### src/rtl/mc_pkg.sv
// Shared types and constants for the multicycle MIPS controller: state encoding,
// opcode/funct fields, ALU op classes and the per-state control word.
package mc_pkg;

    localparam int STATEW = 4;

    typedef enum logic [STATEW-1:0] {
        FETCH   = 4'd0,
        DECODE  = 4'd1,
        MEMADR  = 4'd2,
        MEMRD   = 4'd3,
        MEMWB   = 4'd4,
        MEMWR   = 4'd5,
        RTYPEEX = 4'd6,
        RTYPEWB = 4'd7,
        BEQEX   = 4'd8,
        ADDIEX  = 4'd9,
        ADDIWB  = 4'd10,
        JEX     = 4'd11,
        BNEEX   = 4'd12
    } statetype;

    localparam logic [5:0] OP_RTYPE = 6'b000000;
    localparam logic [5:0] OP_J     = 6'b000010;
    localparam logic [5:0] OP_BEQ   = 6'b000100;
    localparam logic [5:0] OP_BNE   = 6'b000101;
    localparam logic [5:0] OP_ADDI  = 6'b001000;
    localparam logic [5:0] OP_LW    = 6'b100011;
    localparam logic [5:0] OP_SW    = 6'b101011;

    localparam logic [5:0] FN_ADD = 6'b100000;
    localparam logic [5:0] FN_SUB = 6'b100010;
    localparam logic [5:0] FN_AND = 6'b100100;
    localparam logic [5:0] FN_OR  = 6'b100101;
    localparam logic [5:0] FN_SLT = 6'b101010;

    typedef enum logic [1:0] {
        ALUOP_ADD   = 2'b00,
        ALUOP_SUB   = 2'b01,
        ALUOP_FUNCT = 2'b10,
        ALUOP_RSVD  = 2'b11
    } aluop_t;

    localparam logic [2:0] ALU_AND = 3'b000;
    localparam logic [2:0] ALU_OR  = 3'b001;
    localparam logic [2:0] ALU_ADD = 3'b010;
    localparam logic [2:0] ALU_SUB = 3'b110;
    localparam logic [2:0] ALU_SLT = 3'b111;

    // Everything a state drives; branch_ne is only ever set when bne support is built in.
    typedef struct packed {
        logic       lord;
        logic       irwrite;
        logic       regdst;
        logic       memtoreg;
        logic       regwrite;
        logic       memwrite;
        logic       alusrca;
        logic [1:0] alusrcb;
        logic [1:0] pcsrc;
        logic       pcwrite;
        logic       branch;
        logic       branch_ne;
        aluop_t     aluop;
    } ctrl_t;

endpackage

### src/rtl/multicycle_controller_aludec.sv
// ALU decoder: maps the FSM's aluop class plus the R-type funct field to the
// 3-bit ALU operation. Purely combinational.
module aludec
    import mc_pkg::*;
#(
    parameter logic [2:0] ALU_DFLT = ALU_ADD
) (
    input  aluop_t     aluop,
    input  logic [5:0] funct,
    output logic [2:0] alucontrol
);

    always_comb begin
        // NOTE: default first so every path assigns alucontrol and no latch is inferred.
        alucontrol = ALU_ADD;
        case (aluop)
            ALUOP_ADD:  alucontrol = ALU_ADD;
            ALUOP_SUB:  alucontrol = ALU_SUB;
            ALUOP_RSVD: alucontrol = ALU_ADD;
            ALUOP_FUNCT: begin
                case (funct)
                    FN_ADD:  alucontrol = ALU_ADD;
                    FN_SUB:  alucontrol = ALU_SUB;
                    FN_AND:  alucontrol = ALU_AND;
                    FN_OR:   alucontrol = ALU_OR;
                    FN_SLT:  alucontrol = ALU_SLT;
                    default: alucontrol = ALU_DFLT;
                endcase
            end
            default: alucontrol = ALU_ADD;
        endcase
    end

endmodule

### src/rtl/multicycle_controller.sv
// Moore control FSM for the multicycle MIPS datapath. Define MC_BNE_EN to add
// the bne instruction (state BNEEX); by default op 000101 decodes as a nop.
module multicycle_controller #(
    parameter logic [2:0] ALU_DFLT = mc_pkg::ALU_ADD,
    parameter int         STATEW   = mc_pkg::STATEW
) (
    input  logic              clk,
    input  logic              reset,
    input  logic [5:0]        op,
    input  logic [5:0]        funct,
    input  logic              zero,
    output logic              lord,
    output logic              irwrite,
    output logic              regdst,
    output logic              memtoreg,
    output logic              regwrite,
    output logic              memwrite,
    output logic              alusrca,
    output logic [1:0]        alusrcb,
    output logic [2:0]        alucontrol,
    output logic [1:0]        pcsrc,
    output logic              pcen,
    output logic [STATEW-1:0] state
);

    import mc_pkg::*;

    statetype state_q;
    statetype state_d;
    ctrl_t    ctrl;

    always_ff @(posedge clk or negedge reset) begin
        // NOTE: non-blocking assignment for state so every flop samples pre-edge values.
        if (!reset) state_q <= FETCH;
        else        state_q <= state_d;
    end

    always_comb begin
        state_d = FETCH;
        case (state_q)
            FETCH:  state_d = DECODE;
            DECODE: begin
                case (op)
                    OP_LW, OP_SW: state_d = MEMADR;
                    OP_RTYPE:     state_d = RTYPEEX;
                    OP_BEQ:       state_d = BEQEX;
                    OP_ADDI:      state_d = ADDIEX;
                    OP_J:         state_d = JEX;
`ifdef MC_BNE_EN
                    OP_BNE:       state_d = BNEEX;
`endif
                    default:      state_d = FETCH;
                endcase
            end
            MEMADR:  state_d = (op == OP_LW) ? MEMRD : MEMWR;
            MEMRD:   state_d = MEMWB;
            RTYPEEX: state_d = RTYPEWB;
            ADDIEX:  state_d = ADDIWB;
            default: state_d = FETCH;
        endcase
    end

    // Outputs are held at their idle values while reset is asserted, so the
    // FETCH decode cannot pulse irwrite/pcen before the first real edge.
    always_comb begin
        ctrl       = '0;
        ctrl.aluop = ALUOP_ADD;
        if (reset) begin
            case (state_q)
                FETCH: begin
                    ctrl.alusrcb = 2'b01;
                    ctrl.irwrite = 1'b1;
                    ctrl.pcwrite = 1'b1;
                end
                DECODE:  ctrl.alusrcb = 2'b11;
                MEMADR, ADDIEX: begin
                    ctrl.alusrca = 1'b1;
                    ctrl.alusrcb = 2'b10;
                end
                MEMRD:   ctrl.lord = 1'b1;
                MEMWB: begin
                    ctrl.memtoreg = 1'b1;
                    ctrl.regwrite = 1'b1;
                end
                MEMWR: begin
                    ctrl.lord     = 1'b1;
                    ctrl.memwrite = 1'b1;
                end
                RTYPEEX: begin
                    ctrl.alusrca = 1'b1;
                    ctrl.aluop   = ALUOP_FUNCT;
                end
                RTYPEWB: begin
                    ctrl.regdst   = 1'b1;
                    ctrl.regwrite = 1'b1;
                end
                BEQEX: begin
                    ctrl.alusrca = 1'b1;
                    ctrl.aluop   = ALUOP_SUB;
                    ctrl.pcsrc   = 2'b01;
                    ctrl.branch  = 1'b1;
                end
                ADDIWB:  ctrl.regwrite = 1'b1;
                JEX: begin
                    ctrl.pcsrc   = 2'b10;
                    ctrl.pcwrite = 1'b1;
                end
`ifdef MC_BNE_EN
                BNEEX: begin
                    ctrl.alusrca   = 1'b1;
                    ctrl.aluop     = ALUOP_SUB;
                    ctrl.pcsrc     = 2'b01;
                    ctrl.branch_ne = 1'b1;
                end
`endif
                default: ;
            endcase
        end
    end

    aludec #(
        .ALU_DFLT(ALU_DFLT)
    ) u_aludec (
        .aluop      (ctrl.aluop),
        .funct      (funct),
        .alucontrol (alucontrol)
    );

    assign lord     = ctrl.lord;
    assign irwrite  = ctrl.irwrite;
    assign regdst   = ctrl.regdst;
    assign memtoreg = ctrl.memtoreg;
    assign regwrite = ctrl.regwrite;
    assign memwrite = ctrl.memwrite;
    assign alusrca  = ctrl.alusrca;
    assign alusrcb  = ctrl.alusrcb;
    assign pcsrc    = ctrl.pcsrc;
    assign pcen     = ctrl.pcwrite | (ctrl.branch & zero) | (ctrl.branch_ne & ~zero);
    assign state    = state_q;

endmodule

### config.mk
export PLATFORM = sky130hd
export DESIGN_NAME = multicycle_controller
export DESIGN_NICKNAME = d
export VERILOG_FILES = /design/src/rtl/mc_pkg.sv /design/src/rtl/multicycle_controller_aludec.sv /design/src/rtl/multicycle_controller.sv
export SDC_FILE = /design/constraint.sdc
export NUM_CORES = 1
export LEC_CHECK = 0
export ABC_AREA = 1
export BUFFER_PORTS_ARGS = -buffer_cell sky130_fd_sc_hd__buf_2
export CORE_MARGIN = 5
export CORE_UTILIZATION = 35
export CTS_CLUSTER_DIAMETER = 100
export CTS_CLUSTER_SIZE = 14
export DETAILED_ROUTE_END_ITERATION = 8
export GPL_ROUTABILITY_DRIVEN = 0
export PLACE_DENSITY = 0.66
export SLEW_MARGIN = 0
export SYNTH_ARGS = -nofsm -noshare
export SYNTH_HDL_FRONTEND = slang
export SYNTH_SLANG_ARGS = --single-unit
### constraint.sdc
create_clock -name clk -period 2.1 [get_ports clk]
set_input_delay 0.42 -clock clk [delete_from_list [all_inputs] [get_ports clk]]
set_output_delay 0.42 -clock clk [all_outputs]
set_load 0.05 [all_outputs]
---- Word level (Yosys, flattened, before mapping) ----
Cells that the tools add are included.
cells by class
  eq/ne operators ......................... 23
  multiplexer cells ....................... 19
  reductions and logical operators ........ 10
  bitwise gates (word level) .............. 2
operators by type and width
  kind                  number
  $eq A6 B6 Y1 const B  6
  $pmux W4 S6           1
  $pmux W4 S5           1
  $eq A4 B3 Y1 const B  4
  $eq A4 B4 Y1 const B  4
  $mux W13              1
  $pmux W3 S4           1
  $reduce_or A2 Y1      5
  $mux W1               9
  $pmux W3 S3           1
  $eq A4 B2 Y1 const B  2
  $pmux W2 S2           2
  $eq A6 B2 Y1 const B  1
  $eq A6 B3 Y1 const B  1
  $eq A6 B4 Y1 const B  1
  $logic_not A6 Y1      1
  $pmux W2 S3           1
  $eq A2 B2 Y1 const B  2
  $eq A4 B1 Y1 const B  1
  $logic_not A4 Y1      1
  $reduce_or A4 Y1      1
  $mux W3               1
  $reduce_or A3 Y1      1
  $eq A2 B1 Y1 const B  1
  other kinds (4)       4
storage, ports and cells
  bits in registers ....................... 4
  input bits .............................. 15

---- Depth between registers and ports, before layout ----
  word-level depth ........................ 6
  gate-level depth with buffers ........... 9
  gate-level depth less buffers ........... 9

---- By module ----
Synthesis repeated with hierarchy kept, for this count alone.
second synthesis, totals
  cells, all modules ...................... 119
  area total of the unflattened synthesis .. 639.4 um2
by module, submodules not included
  module                 cells an instance  area an instance (um2)  instances
  multicycle_controller  94                 503.0                   1
  aludec                 25                 136.4                   1

---- Worst setup path after synthesis ----
No wires, ideal clock.
  path kind ............................... reg2out
  start point ............................. register state_q[2], in the netlist state[2]
  end point ............................... output alucontrol[2]
  arrival time ............................ 2.526 ns
  slack ................................... -0.846 ns
  required time ........................... 1.680 ns
  cell stages (with the launch flop) ...... 8
  path buffers ............................ 0
  cells stage by stage .................... dfrtp_1 -> inv_2 -> nor2_2 -> nand2_1 -> nor2_1 -> inv_1 -> ha_1 -> o21ai_0
between the ends
  longest elaborated chain between the ends .. 6
ends and longest elaborated chain
  item                                              RTL line                            RTL
  start: declaration                                multicycle_controller.sv:28         statetype state_q;
  start signal: assignment                          multicycle_controller.sv:35         else state_q <= state_d;
  $eq A4 B4 Y1 or $eq A4 B3 Y1 (tied branches)      multicycle_controller.sv:69         case (state_q)
  $pmux W2 S2 (*)                                   multicycle_controller.sv:69
  $mux W2 (*)                                       multicycle_controller.sv:68         if (reset) begin
  $eq A2 B2 Y1 or $logic_not A2 Y1 (tied branches)  multicycle_controller_aludec.sv:16  case (aluop)
  $reduce_or A2 Y1 (no line)                        --
  $pmux W3 S3 (*)                                   multicycle_controller_aludec.sv:16
  end: declaration                                  multicycle_controller.sv:20         output logic [2:0] alucontrol,
Every way passes the cells marked *; elsewhere a longest branch is shown, timed or not.

---- Worst setup path after layout ----
  start point ............................. register state_q[3], in the netlist state[3]
  end point ............................... output alucontrol[2]
Same word-level chain as after synthesis.

==> impl_metrics.sql <==
INSERT INTO impl_metrics (metric_group, metric, value, unit) VALUES
('synth', 'number_of_flops_mapped_to_enable_cells_by_yosys', '0', ''),
('die', 'chipWidth', '51.2', 'µm'),
('sta', 'layout_worst_path_cycle_share', '98.5', '%'),
('clocking', 'clock_insertion_delay_worst_skew', '0.22', 'ns'),
('synth', 'synth_area_per_cell', '5.25', 'µm²'),
('critical_path', 'crit_path_start', 'state[3]', ''),
('clocking', 'cts.reportedPaths.clkPinSlew', '0.04', 'ns'),
('placement', 'post_dp_cell_area', '847', 'µm²'),
('critical_path', 'critPathCaptureType', 'primary output', ''),
('die', 'fp.dieArea', '2620', 'µm²'),
('clocking', 'cts_tree', 'done', ''),
('critical_path', 'crit_arrival', '1.65', 'ns'),
('pwr', 'vdd_ir_drop_max', '0.678', 'mV'),
('critical_path', 'timing.critical_path.buf_inv', '3', ''),
('synth', 'postSynthNetCount', '130', ''),
('critical_path', 'cp_slowest_stage_delay', '0.41', 'ns'),
('clocking', 'cts_root_buffer', 'sky130_fd_sc_hd__clkbuf_4', ''),
('critical_path', 'worstPathCellList', 'inv_2 -> nor2_4 -> nand2_2 -> nor2_4 -> inv_2 -> ha_4 -> nand4_1 -> o21ai_4 -> buf_6', ''),
('synth', 'ys_async_sr_fraction', '100', '%'),
('sta', 'grt_setup_unrepaired', 'true', ''),
('sta', 'timing.max_slew.rel_slack', '78.6', '%'),
('detailed_routing', 'avgViaCountPerCell', '4.70', ''),
('sta', 'final_setup_fails', '0', ''),
('critical_path', 'crit-reg2reg-capture', 'state[2]', ''),
('sta', 'number_of_failing_hold_endpoints_at_the_final_stage', '0', ''),
('sta', 'period_needed', '2.07', 'ns'),
('detailed_routing', 'remaining_drc_errors', '0', ''),
('placement', 'post-dp-hpwl', '1420', 'µm'),
('synth', 'synth_area_leaders', 'sky130_fd_sc_hd__nand2_1 (20%), sky130_fd_sc_hd__dfrtp_1 (17%), sky130_fd_sc_hd__nor2_1 (15%), sky130_fd_sc_hd__inv_1 (9.5%), sky130_fd_sc_hd__nand3_1 (6.8%)', ''),
('sta', 'worstMarginPinSlew', '0.319', 'ns'),
('synth', 'synth_top_cell_by_area', 'sky130_fd_sc_hd__nand2_1', ''),
('synth', 'synth_sequential_area_ratio', '16.9', '%'),
('critical_path', 'worst_ep_required_time', '1.68', 'ns'),
('final_layout', 'drive_above_1_share', '48.4', '%'),
('die', 'core_area', '1560', 'µm²'),
('clocking', 'clock_tree.htree_level_count', '1', ''),
('final_layout', 'net_count_of_the_finished_layout', '178', ''),
('synth', 'syn_area', '593', 'µm²'),
('die', 'floorplan.rows', '14', ''),
('pwr', 'power.density', '766', 'nW/µm²'),
('detailed_routing', 'drt_iter0_drc', '5', ''),
('synth', 'number_of_unique_standard_cell_types_used_by_synthesis', '18', ''),
('final_layout', 'fin_area', '1000', 'µm²'),
('critical_path', 'worst_setup_path_type', 'register to primary output', ''),
('clocking', 'cts_made_buffers', '3', ''),
('synth', 'synthDominantCellAreaShare', '20.3', '%'),
('detailed_routing', 'detailedRoute.firstPassIterationCount', '4', ''),
('critical_path', 'crit_fanout', '4', ''),
('critical_path', 'rr_startpoint', 'state[1]', ''),
('detailed_routing', 'dr_total_vias', '822', ''),
('grt', 'grt_overflow', '0', ''),
('pwr', 'leakagePower', '0.582', 'nW'),
('outcome', 'outcome', 'completed', ''),
('grt', 'grtUsageTotal', '15.2', '%'),
('detailed_routing', 'avgRoutedWirePerCell', '11.2', 'µm'),
('final_layout', 'areaGrowthSynthToFinish', '69.2', '%'),
('die', 'initial_utilization', '38.0', '%'),
('clocking', 'clock_sink_count', '4', ''),
('grt', 'maximum_number_of_pins_on_one_net_before_global_route_repair', '8', ''),
('worst_hold_path', 'min-delay-path-class', 'input port to asynchronous set/reset pin', ''),
('sta', 'slew_viol_final', '0', ''),
('synth', 'most_instantiated_library_cell_after_synthesis', 'sky130_fd_sc_hd__nand2_1', ''),
('pwr', 'fin_total_pwr', '769', 'µW'),
('synth', 'netlist_top_cells_count', 'sky130_fd_sc_hd__nand2_1 (32), sky130_fd_sc_hd__nor2_1 (24), sky130_fd_sc_hd__inv_1 (15), sky130_fd_sc_hd__inv_2 (8), sky130_fd_sc_hd__nand3_1 (8)', ''),
('synth', 'syn-instance-count', '113', ''),
('detailed_routing', 'antenna_violating_nets_post_route', '0', ''),
('clocking', 'cts_hold_repair.buffers', '0', ''),
('grt', 'antenna_found_initial', '0', ''),
('synth', 'synthFlopType', 'sky130_fd_sc_hd__dfrtp_1', ''),
('final_layout', 'diodes_inserted', '0', ''),
('placement', 'port_buffers', '33', '');
per-layer routing:
metal | vias to the layer above | global-route usage [%] | routed length, µm
met1 | 362 | 18.1 | 816
met4 | 0 | 3.14 | 21
li1 | 440 | - | -
met2 | 18 | 27.7 | 1030
met3 | 2 | 3.49 | 92
met5 | - | 0 | 0
placed cells by master (no fill, tap or decap):
cell type and instances:
sky130_fd_sc_hd__buf_2 29, sky130_fd_sc_hd__nand3_1 8, sky130_fd_sc_hd__inv_2 9, sky130_fd_sc_hd__o22ai_1 1, sky130_fd_sc_hd__o21ai_1 1, sky130_fd_sc_hd__buf_6 3
sky130_fd_sc_hd__o21ai_4 1, sky130_fd_sc_hd__nor2_1 20, sky130_fd_sc_hd__clkbuf_4 4, sky130_fd_sc_hd__and2_1 1, sky130_fd_sc_hd__nor2_2 2, sky130_fd_sc_hd__nand4_1 1
sky130_fd_sc_hd__nor2_4 7, sky130_fd_sc_hd__nand2_1 30, sky130_fd_sc_hd__a21oi_1 2, sky130_fd_sc_hd__a21oi_2 1, sky130_fd_sc_hd__nor3_2 1, sky130_fd_sc_hd__inv_1 14
sky130_fd_sc_hd__a21oi_4 1, sky130_fd_sc_hd__dfrtp_2 4, sky130_fd_sc_hd__nand3b_1 4, sky130_fd_sc_hd__buf_4 10, sky130_fd_sc_hd__nand2_2 2, sky130_fd_sc_hd__nand2_4 1
sky130_fd_sc_hd__ha_4 2
worst reg2reg max path: stages, from the launching register on:
cell and delay (ns):
sky130_fd_sc_hd__dfrtp_2 0.43, sky130_fd_sc_hd__buf_4 0.15, sky130_fd_sc_hd__buf_4 0.14, sky130_fd_sc_hd__nand2_1 0.08
sky130_fd_sc_hd__inv_2 0.05, sky130_fd_sc_hd__nand2_1 0.07, sky130_fd_sc_hd__and2_1 0.14, sky130_fd_sc_hd__nand3_1 0.08
per-stage QoR:
| stage | hold slack, ns | utilization (%) | instances | setup WS [ns] | setup TNS (ns) |
|---|---|---|---|---|---|
| finish | 0.134 | 64.4 | 175 | 0.0306 | 0 |
| global route | 0.133 | 64.4 | 175 | -0.0503 | -0.120 |
| CTS | 0.130 | 60.0 | 171 | -0.0122 | -0.0122 |
| detailed placement | 0.372 | 54.3 | 165 | 0.0489 | 0 |
| global placement | 0.370 | 54.3 | 165 | 0.0710 | 0 |
| floorplan | 0.124 | - | 113 | 0.0408 | 0 |
kinds of logic (layout without fill, tap and decap cells):
kind of cell	Yosys count	after routing	synth area share (%)
flip-flops	4	4	16.9
AO/OA/AOI/OAI	7	7	6.12
adder cells (fa/ha/maj)	2	2	4.22
AND/OR/NAND/NOR	77	77	58.2
buffers and inverters	23	69	14.6
worst max-delay path by stage:
stage | to | cells past startpoint
CTS | alucontrol[2] | 7
global placement | alucontrol[2] | 8
global route | alucontrol[2] | 9
detailed placement | alucontrol[2] | 8
finish | alucontrol[2] | 9
floorplan | alucontrol[2] | 7
final cells by class:
class	count	area (µm²)
timing repair buffer	43	262
inverter	23	86.3
sequential	4	105
multi-input combinational	86	508
clock buffer	3	22.5
tap	16	20.0
fill	149	556
power by group:
part | switching [mW] | total [mW] | internal, mW
clock network | 0.0253 | 0.0887 | 0.0635
registers | 0.0359 | 0.135 | 0.0996
logic | 0.395 | 0.545 | 0.150
total | 0.456 | 0.769 | 0.313
timing repair:
action	in CTS	in global routing
pin swaps	3	8
cloned	0	0
endpoints found under the setup margin	3	3
resized for setup	11	9
endpoints found under the hold margin	0	0
setup buffers	3	4
Note: power is estimated with default switching activity, not from simulation.
